$ cat config.mk
export PLATFORM = sky130hd
export DESIGN_NAME = param_sync_fifo
export DESIGN_NICKNAME = d
export VERILOG_FILES = /design/src/rtl/shared_pkg.sv /design/src/rtl/fifo_mem.sv /design/src/rtl/param_sync_fifo.sv
export SDC_FILE = /design/constraint.sdc
export NUM_CORES = 1
export LEC_CHECK = 0
export BUFFER_PORTS_ARGS = -buffer_cell sky130_fd_sc_hd__buf_4
export CAP_MARGIN = 20
export CORE_ASPECT_RATIO = 1.5
export CORE_MARGIN = 3
export CORE_UTILIZATION = 45
export CTS_BUF_LIST = sky130_fd_sc_hd__clkbuf_8
export DETAILED_ROUTE_END_ITERATION = 8
export HOLD_SLACK_MARGIN = 0.08
export PLACE_DENSITY = 0.72
export SLEW_MARGIN = 20
export SYNTH_ARGS = -nofsm -noshare
export SYNTH_HDL_FRONTEND = slang
export SYNTH_SLANG_ARGS = --single-unit
$ cat constraint.sdc
create_clock -name clk -period 6.1 [get_ports clk]
set_clock_uncertainty 0.1 [all_clocks]
set_input_delay 0.61 -clock clk [delete_from_list [all_inputs] [get_ports clk]]
set_output_delay 0.61 -clock clk [all_outputs]
set_load 0.005 [all_outputs]
$ cat src/rtl/shared_pkg.sv
// Shared definitions for the parametrised single-clock FIFO.
//   FIFO_WIDTH / FIFO_DEPTH : default data width and entry count
//   fifo_mode_e             : standard (registered) or first-word-fall-through read mode
//   count_width()           : bits needed to hold an occupancy of 0..depth
//   ptr_width()             : bits needed to address depth entries
package shared_pkg;

  localparam int FIFO_WIDTH = 16;
  localparam int FIFO_DEPTH = 8;

  typedef enum logic {
    FIFO_STD  = 1'b0,
    FIFO_FWFT = 1'b1
  } fifo_mode_e;

  function automatic int count_width(input int depth);
    return $clog2(depth + 1);
  endfunction

  function automatic int ptr_width(input int depth);
    return (depth <= 2) ? 1 : $clog2(depth);
  endfunction

endpackage

$ cat src/rtl/fifo_mem.sv
// FIFO storage array: DEPTH x DATA_WIDTH, synchronous write port, asynchronous read port.
//   clk   : clock
//   we    : write enable
//   waddr : write address (0..DEPTH-1)
//   wdata : write data
//   raddr : read address (0..DEPTH-1)
//   rdata : read data, combinational from raddr
// Contents are deliberately not reset.
module fifo_mem
  import shared_pkg::*;
#(
  parameter int DATA_WIDTH = FIFO_WIDTH,
  parameter int DEPTH      = FIFO_DEPTH,
  parameter int PW         = ptr_width(DEPTH)
) (
  input  logic                  clk,
  input  logic                  we,
  input  logic [PW-1:0]         waddr,
  input  logic [DATA_WIDTH-1:0] wdata,
  input  logic [PW-1:0]         raddr,
  output logic [DATA_WIDTH-1:0] rdata
);

  logic [DATA_WIDTH-1:0] mem [DEPTH];

  always_ff @(posedge clk) begin
    if (we) begin
      mem[waddr] <= wdata;
    end
  end

  assign rdata = mem[raddr];

endmodule

$ cat src/rtl/param_sync_fifo.sv
// Parametrised single-clock FIFO with programmable almost-full/almost-empty margins,
// occupancy count, synchronous flush and standard / first-word-fall-through read mode.
//   clk, rst     : clock, synchronous active-high reset
//   flush        : synchronous clear of pointers/count/status (storage untouched)
//   wr_en/data_in: write request and data
//   rd_en        : read (pop) request
//   data_out     : read data (registered in standard mode, head entry in FWFT mode)
//   wr_ack       : previous cycle's write was accepted
//   overflow     : previous cycle's write was rejected because the FIFO was full
//   underflow    : previous cycle's read was rejected because the FIFO was empty
//   full, almostfull, empty, almostempty : combinational from count
//   count        : occupancy 0..DEPTH
module param_sync_fifo
  import shared_pkg::*;
#(
  parameter int DATA_WIDTH = FIFO_WIDTH,
  parameter int DEPTH      = FIFO_DEPTH,
  parameter int AF_MARGIN  = 1,
  parameter int AE_MARGIN  = 1,
  parameter int FWFT       = 0,
  localparam int CW        = count_width(DEPTH)
) (
  input  logic                  clk,
  input  logic                  rst,
  input  logic                  flush,
  input  logic                  wr_en,
  input  logic [DATA_WIDTH-1:0] data_in,
  input  logic                  rd_en,
  output logic [DATA_WIDTH-1:0] data_out,
  output logic                  wr_ack,
  output logic                  overflow,
  output logic                  underflow,
  output logic                  full,
  output logic                  almostfull,
  output logic                  empty,
  output logic                  almostempty,
  output logic [CW-1:0]         count
);

  localparam int              PW       = ptr_width(DEPTH);
  localparam fifo_mode_e      MODE     = (FWFT != 0) ? FIFO_FWFT : FIFO_STD;
  localparam logic [CW-1:0]   CNT_FULL = CW'(DEPTH);
  localparam logic [CW-1:0]   CNT_AF   = CW'(DEPTH - AF_MARGIN);
  localparam logic [CW-1:0]   CNT_AE   = CW'(AE_MARGIN);
  localparam logic [PW-1:0]   PTR_LAST = PW'(DEPTH - 1);

  generate
    if (DEPTH < 2) begin : g_bad_depth
      $error("param_sync_fifo: DEPTH must be >= 2");
    end
    if (AF_MARGIN < 1 || AF_MARGIN > DEPTH - 1) begin : g_bad_af
      $error("param_sync_fifo: AF_MARGIN must be in 1..DEPTH-1");
    end
    if (AE_MARGIN < 1 || AE_MARGIN > DEPTH - 1) begin : g_bad_ae
      $error("param_sync_fifo: AE_MARGIN must be in 1..DEPTH-1");
    end
  endgenerate

  logic [PW-1:0]         wr_ptr;
  logic [PW-1:0]         rd_ptr;
  logic [CW-1:0]         count_r;
  logic [DATA_WIDTH-1:0] rd_data;
  logic                  do_wr;
  logic                  do_rd;
  logic                  mem_we;

  // Explicit wrap so non-power-of-2 depths work.
  function automatic logic [PW-1:0] next_ptr(input logic [PW-1:0] p);
    return (p == PTR_LAST) ? '0 : p + PW'(1);
  endfunction

  assign full        = (count_r == CNT_FULL);
  assign empty       = (count_r == '0);
  assign almostfull  = !full && (count_r >= CNT_AF);
  assign almostempty = !empty && (count_r <= CNT_AE);
  assign count       = count_r;

  // Acceptance is decided from pre-edge flags, so a full FIFO can still pop
  // and an empty FIFO can still push in the same cycle.
  assign do_wr  = wr_en && !full;
  assign do_rd  = rd_en && !empty;
  assign mem_we = do_wr && !rst && !flush;

  fifo_mem #(
    .DATA_WIDTH (DATA_WIDTH),
    .DEPTH      (DEPTH),
    .PW         (PW)
  ) u_mem (
    .clk   (clk),
    .we    (mem_we),
    .waddr (wr_ptr),
    .wdata (data_in),
    .raddr (rd_ptr),
    .rdata (rd_data)
  );

  always_ff @(posedge clk) begin
    if (rst || flush) begin
      wr_ptr    <= '0;
      rd_ptr    <= '0;
      count_r   <= '0;
      wr_ack    <= 1'b0;
      overflow  <= 1'b0;
      underflow <= 1'b0;
    end else begin
      if (do_wr) begin
        wr_ptr <= next_ptr(wr_ptr);
      end
      if (do_rd) begin
        rd_ptr <= next_ptr(rd_ptr);
      end
      case ({do_wr, do_rd})
        2'b10:   count_r <= count_r + CW'(1);
        2'b01:   count_r <= count_r - CW'(1);
        default: count_r <= count_r;
      endcase
      wr_ack    <= do_wr;
      overflow  <= wr_en && full;
      underflow <= rd_en && empty;
    end
  end

  generate
    if (MODE == FIFO_FWFT) begin : g_fwft
      assign data_out = empty ? '0 : rd_data;
    end else begin : g_std
      logic [DATA_WIDTH-1:0] dout_r;

      // Flush leaves the last read word visible; only reset clears it.
      always_ff @(posedge clk) begin
        if (rst) begin
          dout_r <= '0;
        end else if (!flush && do_rd) begin
          dout_r <= rd_data;
        end
      end

      assign data_out = dout_r;
    end
  endgenerate

endmodule

==> impl_metrics.csv, run 1 <==
group,metric,value,unit
floorplanning,die_h,148.1,µm
worst_setup_path,crit_fanout,7,
synthesis,ys_seq_elements,157,
synthesis,synth_cells,307,
clocking,cts-root-buf,"clkbuf_8",
sta,whs,293.8,ps
sta,setup_tns,0,ps
finish,fill_cells,999,
synthesis,yosysSeqAreaShare,0.7306,
power_and_ir_drop,power.total,2.014,mW
worst_setup_path,r2r_start,"count[0]",
min_path,min-delay-start,"data_in[8]",
finish,design_area,6984,µm²
place,dpl-instance-area,6588,µm²
sta,finalHoldViolCount,0,
min_path,holdPathStages,1,
finish,area_growth,15.33,%
min_path,whs_endpoint,"u_mem.mem[4][8]",
synthesis,synth_warnings,0,
min_path,hp-class,"input port to register",
synthesis,synthFlopType,"edfxtp_1",
routing,drt-total-wl,11440,µm
place,port_buffers,47,
place,gp_congestion,0.7101,
floorplanning,coreArea,13080,µm²
floorplanning,initial_core_util,0.4629,
worst_setup_path,critPathKind,"register to register",
clocking,htreeDepth,4,
global_routing,overflow,0,
worst_setup_path,max_stage_delay,610,ps
synthesis,synth_top_area_frac,0.6347,
sta,finalCritPeriodShare,0.4689,
routing,viasPerCell,5.599,
worst_setup_path,worstSetupEndpointType,"register",
routing,wl_per_cell,21.23,µm
clocking,cts-resized-gates,0,
power_and_ir_drop,leakage,2.366,nW
clocking,worstSkewPairLatency,440,ps
worst_setup_path,arrival,3090,ps
synthesis,synth_cell_types,35,
worst_setup_path,path_cells,"inv_1 > ha_1 > nor3b_2 > nand2b_2 > inv_1 > ha_1 > or4b_2 > a21oi_1 > xnor2_1 > nor2_1",
place,dp_hpwl,7005,µm
finish,nets,396,
finish,fin_cells,539,
global_routing,grt_max_degree,36,
clocking,cts_tree,"done",
sta,fmax,349.6,MHz
worst_setup_path,r2r_setup_slack,3240,ps
power_and_ir_drop,ir_drop,0.1541,mV
clocking,clockBufferDepth,2,
status,status,"finished clean",
routing,antenna_left,0,
global_routing,grt_pass1_vias,3308,
floorplanning,rows,51,
synthesis,synth-edff-count,128,
synthesis,async_reset_ff_frac,0,
worst_setup_path,reg2reg_to,"count[3]",
synthesis,syn_area,6056,µm²
global_routing,grt_usage,0.1671,
worst_setup_path,r2r_cells,10,
sta,setup_viol,0,
routing,drc,0,
clocking,hold_buffers,0,
global_routing,antenna_found_initial,0,
global_routing,grt_pass1_wl,18130,µm
worst_setup_path,crit_slowest_cell,"or4b_2",
clocking,clock-sinks,157,
sta,rsz0062_at_grt,"false",
clocking,post-cts-setup-buffers,0,
clocking,cts.reportedPaths.clkPinSlew,80,ps
sta,finalMaxSlewViolations,0,
synthesis,synth_area_leaders,"edfxtp_1 63%, mux4_2 9.7%, dfxtp_1 9.6%",
finish,num_antenna_cells,0,
synthesis,yosysTopAreaCell,"edfxtp_1",
routing,vias,3018,
floorplanning,dieArea,14910,µm²
sta,slew_headroom,0.2532,
power_and_ir_drop,p_per_area,288.3,nW/µm²
synthesis,syn_nets,336,
routing,dr.pass1.iters,4,
synthesis,synth_area_per_cell,19.73,µm²
worst_setup_path,critPathLaunchType,"register",
sta,tightest_slew,1119,ps
place,dp.cells,507,
floorplanning,dieWidth,100.7,µm
worst_setup_path,crit_required,6330,ps
job,drv_cap,0,
finish,drive_gt1_frac,0.3605,
routing,drtIter0Drc,127,
sta,fin_crit,2860,ps
clocking,cts_buffers,17,
floorplanning,io_pins,48,
-- cell usage after synthesis (2+ instances only) --
| library cell | count |
|---|---|
| nand3b_1 | 2 |
| mux2i_1 | 2 |
| nor3_1 | 2 |
| a21oi_1 | 9 |
| dfxtp_1 | 29 |
| nand4b_1 | 2 |
| mux4_1 | 6 |
| inv_1 | 6 |
| ha_1 | 8 |
| mux2_2 | 16 |
| and3_1 | 2 |
| clkbuf_1 | 7 |
| mux4_2 | 26 |
| nand2_1 | 8 |
| xor2_1 | 2 |
| nand2b_1 | 2 |
| or3_1 | 4 |
| nor2_1 | 13 |
| buf_2 | 2 |
| buf_6 | 2 |
| a22o_1 | 16 |
| edfxtp_1 | 128 |
-- area by class of cell --
type                    instances  area, µm²  area share
well taps                     159      198.9     0.02848
flip-flops and latches        157       4427      0.6338
clock buffers                  20      275.3     0.03941
inverters                       6      22.52    0.003225
clock inverters                12      121.4     0.01738
repair buffers                 55      412.9     0.05912
multi-input cells             130       1526      0.2186
-- metrics by stage --
stage               setup WS [ps]    util
floorplan                    3020       -
global placement             3328  0.5036
detailed placement           3268  0.5036
CTS                          3245  0.5339
global route                 3070  0.5339
finish                       3240  0.5339
-- worst max path at each step --
stage / cells after the start / startpoint / endpoint
floorplan: 6 / count[0] / u_mem.mem[0][0]
global placement: 10 / count[0] / count[3]
detailed placement: 10 / count[0] / count[3]
CTS: 10 / count[0] / count[3]
global route: 10 / count[0] / count[3]
finish: 10 / count[0] / count[3]
-- critical path: cells and delay by family, from the launching register on --
kind | cells | cell delay, ps
AOI/OAI and AO/OA | 1 | 210
xor gates and xnor gates | 1 | 140
adders and majority gates | 2 | 510
buffers and inverters | 2 | 250
DFF | 1 | 460
and+or+nand+nor | 4 | 1080
-- sequential cells by signal (all words and copies together) (netlist names) --
signal / count
u_mem.mem: 128
rd_ptr: 3
data_out: 16
overflow: 1
count: 4
underflow: 1
wr_ack: 1
wr_ptr: 3
-- cell families (layout without fill, tap and decap cells) --
| logic type | after synthesis | after routing | synth area share |
|---|---|---|---|
| AOI/OAI and AO/OA | 28 | 28 | 0.03533 |
| xor gates and xnor gates | 3 | 3 | 0.004340 |
| adders and majority gates | 8 | 8 | 0.01653 |
| buffers and inverters | 20 | 93 | 0.02045 |
| DFF | 157 | 157 | 0.7306 |
| muxes | 50 | 50 | 0.1558 |
| and+or+nand+nor | 41 | 41 | 0.03698 |
-- cell usage in the layout, fill, tap and decap left out, drive strengths merged --
cell / instances
or4b: 1
mux2i: 2
clkbuf: 20
xnor2: 1
nor3: 2
mux2: 16
and3: 2
bufinv: 2
nor4b: 1
inv: 8
a211oi: 1
ha: 8
a22o: 16
nor3b: 1
nand4: 1
nor2: 13
nand2b: 3
o21ai: 1
a21oi: 10
dfxtp: 29
nand3b: 2
mux4: 32
nand4b: 2
buf: 55
clkinv: 4
nand2: 8
or2: 1
xor2: 2
clkinvlp: 4
edfxtp: 128
or3: 4
-- power breakdown --
part | total, mW | leakage, nW | internal (mW) | switching, mW
Clock | 0.753 | 0.199 | 0.391 | 0.362
Combinational | 0.0889 | 0.778 | 0.0427 | 0.0462
Sequential | 1.17 | 1.39 | 1.17 | 0.00628
-- layer usage --
layer	track usage	routed length (µm)	vias to the layer above
li1	-	-	1361
met1	0.1941	4542	1552
met2	0.2850	6087	78
met3	0.04317	511	27
met4	0.08092	304	0
met5	0	0	-
No activity file was read; power rests on OpenSTA's default activity.
==> inputs of run 2 (changes only) <==
--- a/config.mk
+++ b/config.mk
@@ -13,7 +13,7 @@
 export CTS_BUF_LIST = sky130_fd_sc_hd__clkbuf_8
 export DETAILED_ROUTE_END_ITERATION = 8
 export HOLD_SLACK_MARGIN = 0.08
-export PLACE_DENSITY = 0.72
+export PLACE_DENSITY = 0.74
 export SLEW_MARGIN = 20
 export SYNTH_ARGS = -nofsm -noshare
 export SYNTH_HDL_FRONTEND = slang
==> constraint.sdc (replaced) <==
create_clock -name clk -period 2.4 [get_ports clk]
set_clock_uncertainty 0.1 [all_clocks]
set_input_delay 0.24 -clock clk [delete_from_list [all_inputs] [get_ports clk]]
set_output_delay 0.24 -clock clk [all_outputs]
set_load 0.005 [all_outputs]
==> run 2 against run 1 <==
Flip-flop and latch count unchanged; total power rose to 2.6 times the previous value; core utilization up 3.5 points; sequential share of layout area down 3.9 points; sequential power rose to 2.5 times the previous value; count of clock-buffer cells in the layout down 1; highest routed layer unchanged.
==> impl_metrics.csv, run 2 (synthesized netlist as in run 1, its figures left out) <==
group,metric,value,unit
routing,dr.pass1.iters,4,
clocking,cts_tree,"done",
clocking,cts-root-buf,"clkbuf_8",
min_path,holdPathStages,3,
floorplanning,rows,51,
place,port_buffers,47,
global_routing,antenna_found_initial,0,
job,drv_cap,0,
worst_setup_path,critPathKind,"register to register",
worst_setup_path,critPathLaunchType,"register",
sta,finalHoldViolCount,0,
sta,tightest_slew,480.5,ps
sta,rsz0062_at_grt,"false",
routing,viasPerCell,5.462,
clocking,htreeDepth,4,
place,place_worst_setup_slack,49.38,ps
sta,setup_ws,205.1,ps
sta,fin_crit,2195,ps
clocking,post-cts-setup-buffers,0,
power_and_ir_drop,leakage,2.625,nW
sta,finalCritPeriodShare,0.9145,
clocking,cts.reportedPaths.clkPinSlew,70,ps
sta,whs,169.3,ps
floorplanning,dieArea,14910,µm²
worst_setup_path,crit_required,2610,ps
clocking,clock-sinks,157,
global_routing,overflow,0,
finish,drive_gt1_frac,0.3759,
finish,num_antenna_cells,0,
worst_setup_path,r2r_cells,10,
power_and_ir_drop,p_per_area,711.0,nW/µm²
finish,final_common_cell,"edfxtp_1",
global_routing,grt_usage,0.1607,
place,gp_congestion,0.7546,
routing,drt-total-wl,11330,µm
sta,slew_headroom,0.6792,
routing,drtIter0Drc,140,
finish,regMostFlops,"u_mem.mem",
routing,wl_per_cell,19.46,µm
routing,drc,0,
floorplanning,coreArea,13080,µm²
routing,vias,3179,
routing,antenna_left,0,
global_routing,grt_max_degree,33,
clocking,worstSkewPairLatency,420,ps
clocking,cts_buffers,17,
routing,wl_met2,6306,µm
finish,final_util,0.5691,
floorplanning,dieWidth,100.7,µm
routing,wl_met1,4551,µm
worst_setup_path,crit_fanout,3,
sta,setup_viol,0,
power_and_ir_drop,ir_drop,0.5173,mV
global_routing,grt_pass1_wl,17760,µm
finish,nets,439,
finish,layout_common_cells,"128 x edfxtp_1, 73 x buf_4, 26 x mux4_2, 26 x dfxtp_1, 20 x dlygate4sd3_1",
routing,top_layer,"met4",
routing,route.met3.wl,346,µm
worst_setup_path,worstSetupEndpointType,"register",
global_routing,grt_pass1_vias,3295,
min_path,hp-class,"input port to register",
sta,finalMaxSlewViolations,0,
floorplanning,die_h,148.1,µm
worst_setup_path,arrival,2400,ps
place,dp_hpwl,7364,µm
floorplanning,io_pins,48,
finish,largest_reg_flops,128,
clocking,clockBufferDepth,2,
floorplanning,initial_core_util,0.4629,
sta,fmax,455.6,MHz
finish,area_growth,22.93,%
status,status,"finished clean",
## run 2: changes by cell type in the layout (fill, tap and decap cells not counted), sizes merged
cell / before / now
dlygate4sd3: 0 / 20
bufinv: 2 / 4
clkbuf: 20 / 19
buf: 55 / 78
inv: 8 / 11
clkinvlp: 4 / 0
## run 2: worst paths after layout
kind / slack, ps / start / to
max: 210 / count[1] / count[3]
max reg2reg: 210 / count[1] / count[3]
min: 170 / flush / wr_ptr[0]
min reg2reg: 390 / data_out[0] / data_out[0]
## run 2: what timing repair did
| action | CTS | global route |
|---|---|---|
| hold endpoints to repair | 131 | 0 |
| hold buffers | 20 | 0 |
| setup endpoints to repair | 0 | 1 |
| gates resized for setup | 0 | 1 |
## run 2: cell type report
type | instances | area, µm²
Fill cell | 953 | 5637
Multi-Input combinational cell | 130 | 1528
Clock inverter | 13 | 157.7
Inverter | 6 | 22.52
Timing Repair Buffer | 98 | 848.3
Sequential cell | 157 | 4428
Clock buffer | 19 | 261.5
Tap cell | 159 | 198.9
## run 2: critical path, cell delays in order (launching register included)
cell,delay (ps)
dfxtp_2,330
inv_1,60
ha_1,200
nor3b_2,170
nand2b_2,210
inv_2,60
ha_2,170
or4b_4,460
a21oi_2,150
xnor2_1,130
nor2_1,50
## run 2: power breakdown
| part | leakage (nW) | switching, mW | internal [mW] |
|---|---|---|---|
| Clock | 0.233 | 0.873 | 1.16 |
| Combinational | 1.00 | 0.128 | 0.150 |
| Sequential | 1.39 | 0.0151 | 2.96 |
## run 2: per-stage QoR
step                      total power [mW]  cells  area, µm²  setup TNS (ps)
after floorplan                      3.167    307       6075          -11000
after global placement               3.285    530       6822               0
after detailed placement             3.295    530       6822               0
after CTS                            5.336    582       7441               0
after global routing                 5.474    582       7445               0
final                                5.293    582       7445               0
## run 2: routing by layer
| metal | GRT usage | vias up |
|---|---|---|
| met2 | 0.2794 | 62 |
| met1 | 0.1992 | 1662 |
| met3 | 0.03285 | 11 |
| met5 | 0 | - |
| li1 | - | 1444 |
| met4 | 0.05327 | 0 |
==> inputs of run 3 (changes only) <==
--- a/config.mk
+++ b/config.mk
@@ -9,11 +9,11 @@
 export CAP_MARGIN = 20
 export CORE_ASPECT_RATIO = 1.5
 export CORE_MARGIN = 3
-export CORE_UTILIZATION = 45
+export CORE_UTILIZATION = 49
 export CTS_BUF_LIST = sky130_fd_sc_hd__clkbuf_8
 export DETAILED_ROUTE_END_ITERATION = 8
 export HOLD_SLACK_MARGIN = 0.08
-export PLACE_DENSITY = 0.74
+export PLACE_DENSITY = 0.79
 export SLEW_MARGIN = 20
 export SYNTH_ARGS = -nofsm -noshare
 export SYNTH_HDL_FRONTEND = slang
==> run 3 against run 2 <==
Via count fell by 3.1%; register-to-register slack is essentially flat; combinational power hardly changed; sequential power hardly changed; critical path type unchanged.
==> impl_metrics.csv, run 3 (synthesized netlist as in run 1, its figures left out) <==
group,metric,value,unit
min_path,min-delay-start,"flush",
clocking,worstSkewPairLatency,430,ps
finish,drive_gt1_frac,0.3680,
routing,drc,0,
global_routing,grt_pass1_vias,3312,
worst_setup_path,path_cells,"inv_1 > ha_1 > buf_4 > nand3b_1 > nand2_2 > or3_1 > nor3_2 > buf_12",
global_routing,grt_usage,0.1674,
clocking,cts-root-buf,"clkbuf_8",
routing,antenna_left,0,
power_and_ir_drop,p_per_area,725.3,nW/µm²
finish,largest_reg_flops,128,
min_path,hp-class,"input port to register",
worst_setup_path,max_stage_delay,420,ps
status,status,"finished clean",
worst_setup_path,crit_fanout,16,
sta,setup_tns,0,ps
worst_setup_path,critPathKind,"register to register",
clocking,clock-sinks,157,
routing,wl_per_cell,19.20,µm
clocking,cts_buffers,17,
finish,num_antenna_cells,0,
routing,drt-total-wl,10870,µm
global_routing,overflow,0,
finish,regMostFlops,"u_mem.mem",
finish,layout_common_cells,"128 x edfxtp_1, 61 x buf_4, 26 x mux4_2, 26 x dfxtp_1, 20 x dlygate4sd3_1",
routing,vias,3082,
sta,finalMaxSlewViolations,0,
sta,fin_crit,2186,ps
place,gp_congestion,0.6868,
floorplanning,rows,49,
sta,finalHoldViolCount,0,
place,dp_hpwl,6664,µm
sta,setup_viol,0,
floorplanning,dieArea,13760,µm²
floorplanning,dieWidth,96.77,µm
finish,final_common_cell,"edfxtp_1",
floorplanning,io_pins,48,
worst_setup_path,crit_slowest_cell,"or3_1",
floorplanning,initial_core_util,0.5040,
floorplanning,die_h,142.2,µm
global_routing,grt_pass1_wl,17370,µm
power_and_ir_drop,ir_drop,0.4191,mV
routing,route.met3.wl,445,µm
routing,wl_met2,5959,µm
worst_setup_path,worstSetupEndpointType,"register",
worst_setup_path,r2r_start,"count[1]",
global_routing,antenna_found_initial,0,
global_routing,grt_max_degree,33,
sta,fmax,457.6,MHz
worst_setup_path,critPathLaunchType,"register",
sta,slew_headroom,0.3473,
sta,finalCritPeriodShare,0.9106,
routing,drtIter0Drc,155,
sta,tightest_slew,977.7,ps
worst_setup_path,critPathTopFamily,"simple AND/OR/NAND/NOR gates",
clocking,cts_tree,"done",
power_and_ir_drop,leakage,2.584,nW
floorplanning,coreArea,12020,µm²
worst_setup_path,crit_start,"count[1]",
worst_setup_path,arrival,2220,ps
clocking,htreeDepth,4,
finish,nets,429,
worst_setup_path,crit_required,2440,ps
sta,rsz0062_at_grt,"false",
place,port_buffers,47,
clocking,cts.reportedPaths.clkPinSlew,80,ps
routing,top_layer,"met4",
clocking,clockBufferDepth,2,
routing,viasPerCell,5.445,
routing,dr.pass1.iters,5,
job,drv_cap,0,
routing,wl_met1,4312,µm
finish,area_growth,22.64,%
sta,whs,158.7,ps
worst_setup_path,critPathBufInv,3,
-- run 3: worst paths after layout --
| path | end | slack, ps | depth (start not counted) |
|---|---|---|---|
| setup / recovery | u_mem.mem[0][5] | 210 | 8 |
| hold / removal | rd_ptr[0] | 160 | 3 |
| setup reg to reg | u_mem.mem[0][5] | 210 | 8 |
| hold reg to reg | data_out[15] | 380 | 1 |
-- run 3: repair_timing --
action | in CTS | in global routing
hold buffers | 20 | 0
resized for setup | 0 | 4
endpoints found under the hold margin | 131 | 0
buffers inserted | 0 | 0
pin swaps | 1 | 2
setup endpoints to repair | 1 | 1
-- run 3: metrics by stage --
step                setup WS (ps)  power, mW  std cells  area (µm²)    util
finish                      214.5      5.387        566        7427  0.6181
global route                88.03      5.590        566        7427  0.6181
CTS                         10.12      5.439        566        7406  0.6163
detailed placement        -0.7716      3.287        514        6764  0.5629
global placement            92.39      3.277        514        6764  0.5629
floorplan                  -188.5      3.167        307        6075       -
-- run 3: worst register-to-register path, delay by kind of cell, from the launching register on --
kind	cells	cell delay, ps
DFF	1	330
buffers and inverters	3	420
adders and majority gates	1	190
and+or+nand+nor	4	860
-- run 3: routing by layer --
| layer | up-vias | global-route usage |
|---|---|---|
| met5 | - | 0 |
| met4 | 0 | 0.06139 |
| met3 | 13 | 0.03973 |
| met2 | 81 | 0.2984 |
| met1 | 1560 | 0.1984 |
| li1 | 1428 | - |
-- run 3: layout make-up --
cell class | count | area (µm²)
Fill cell | 867 | 4589
Sequential cell | 157 | 4428
Multi-Input combinational cell | 130 | 1545
Timing Repair Buffer | 88 | 798.3
Clock buffer | 17 | 234.0
Clock inverter | 15 | 207.7
Tap cell | 153 | 191.4
Inverter | 6 | 22.52
-- run 3: power by group --
part	switching (mW)	internal, mW	leakage, nW
Clock	0.912	1.22	0.231
Combinational	0.127	0.151	0.964
Sequential	0.0124	2.96	1.39
Total	1.05	4.34	2.58
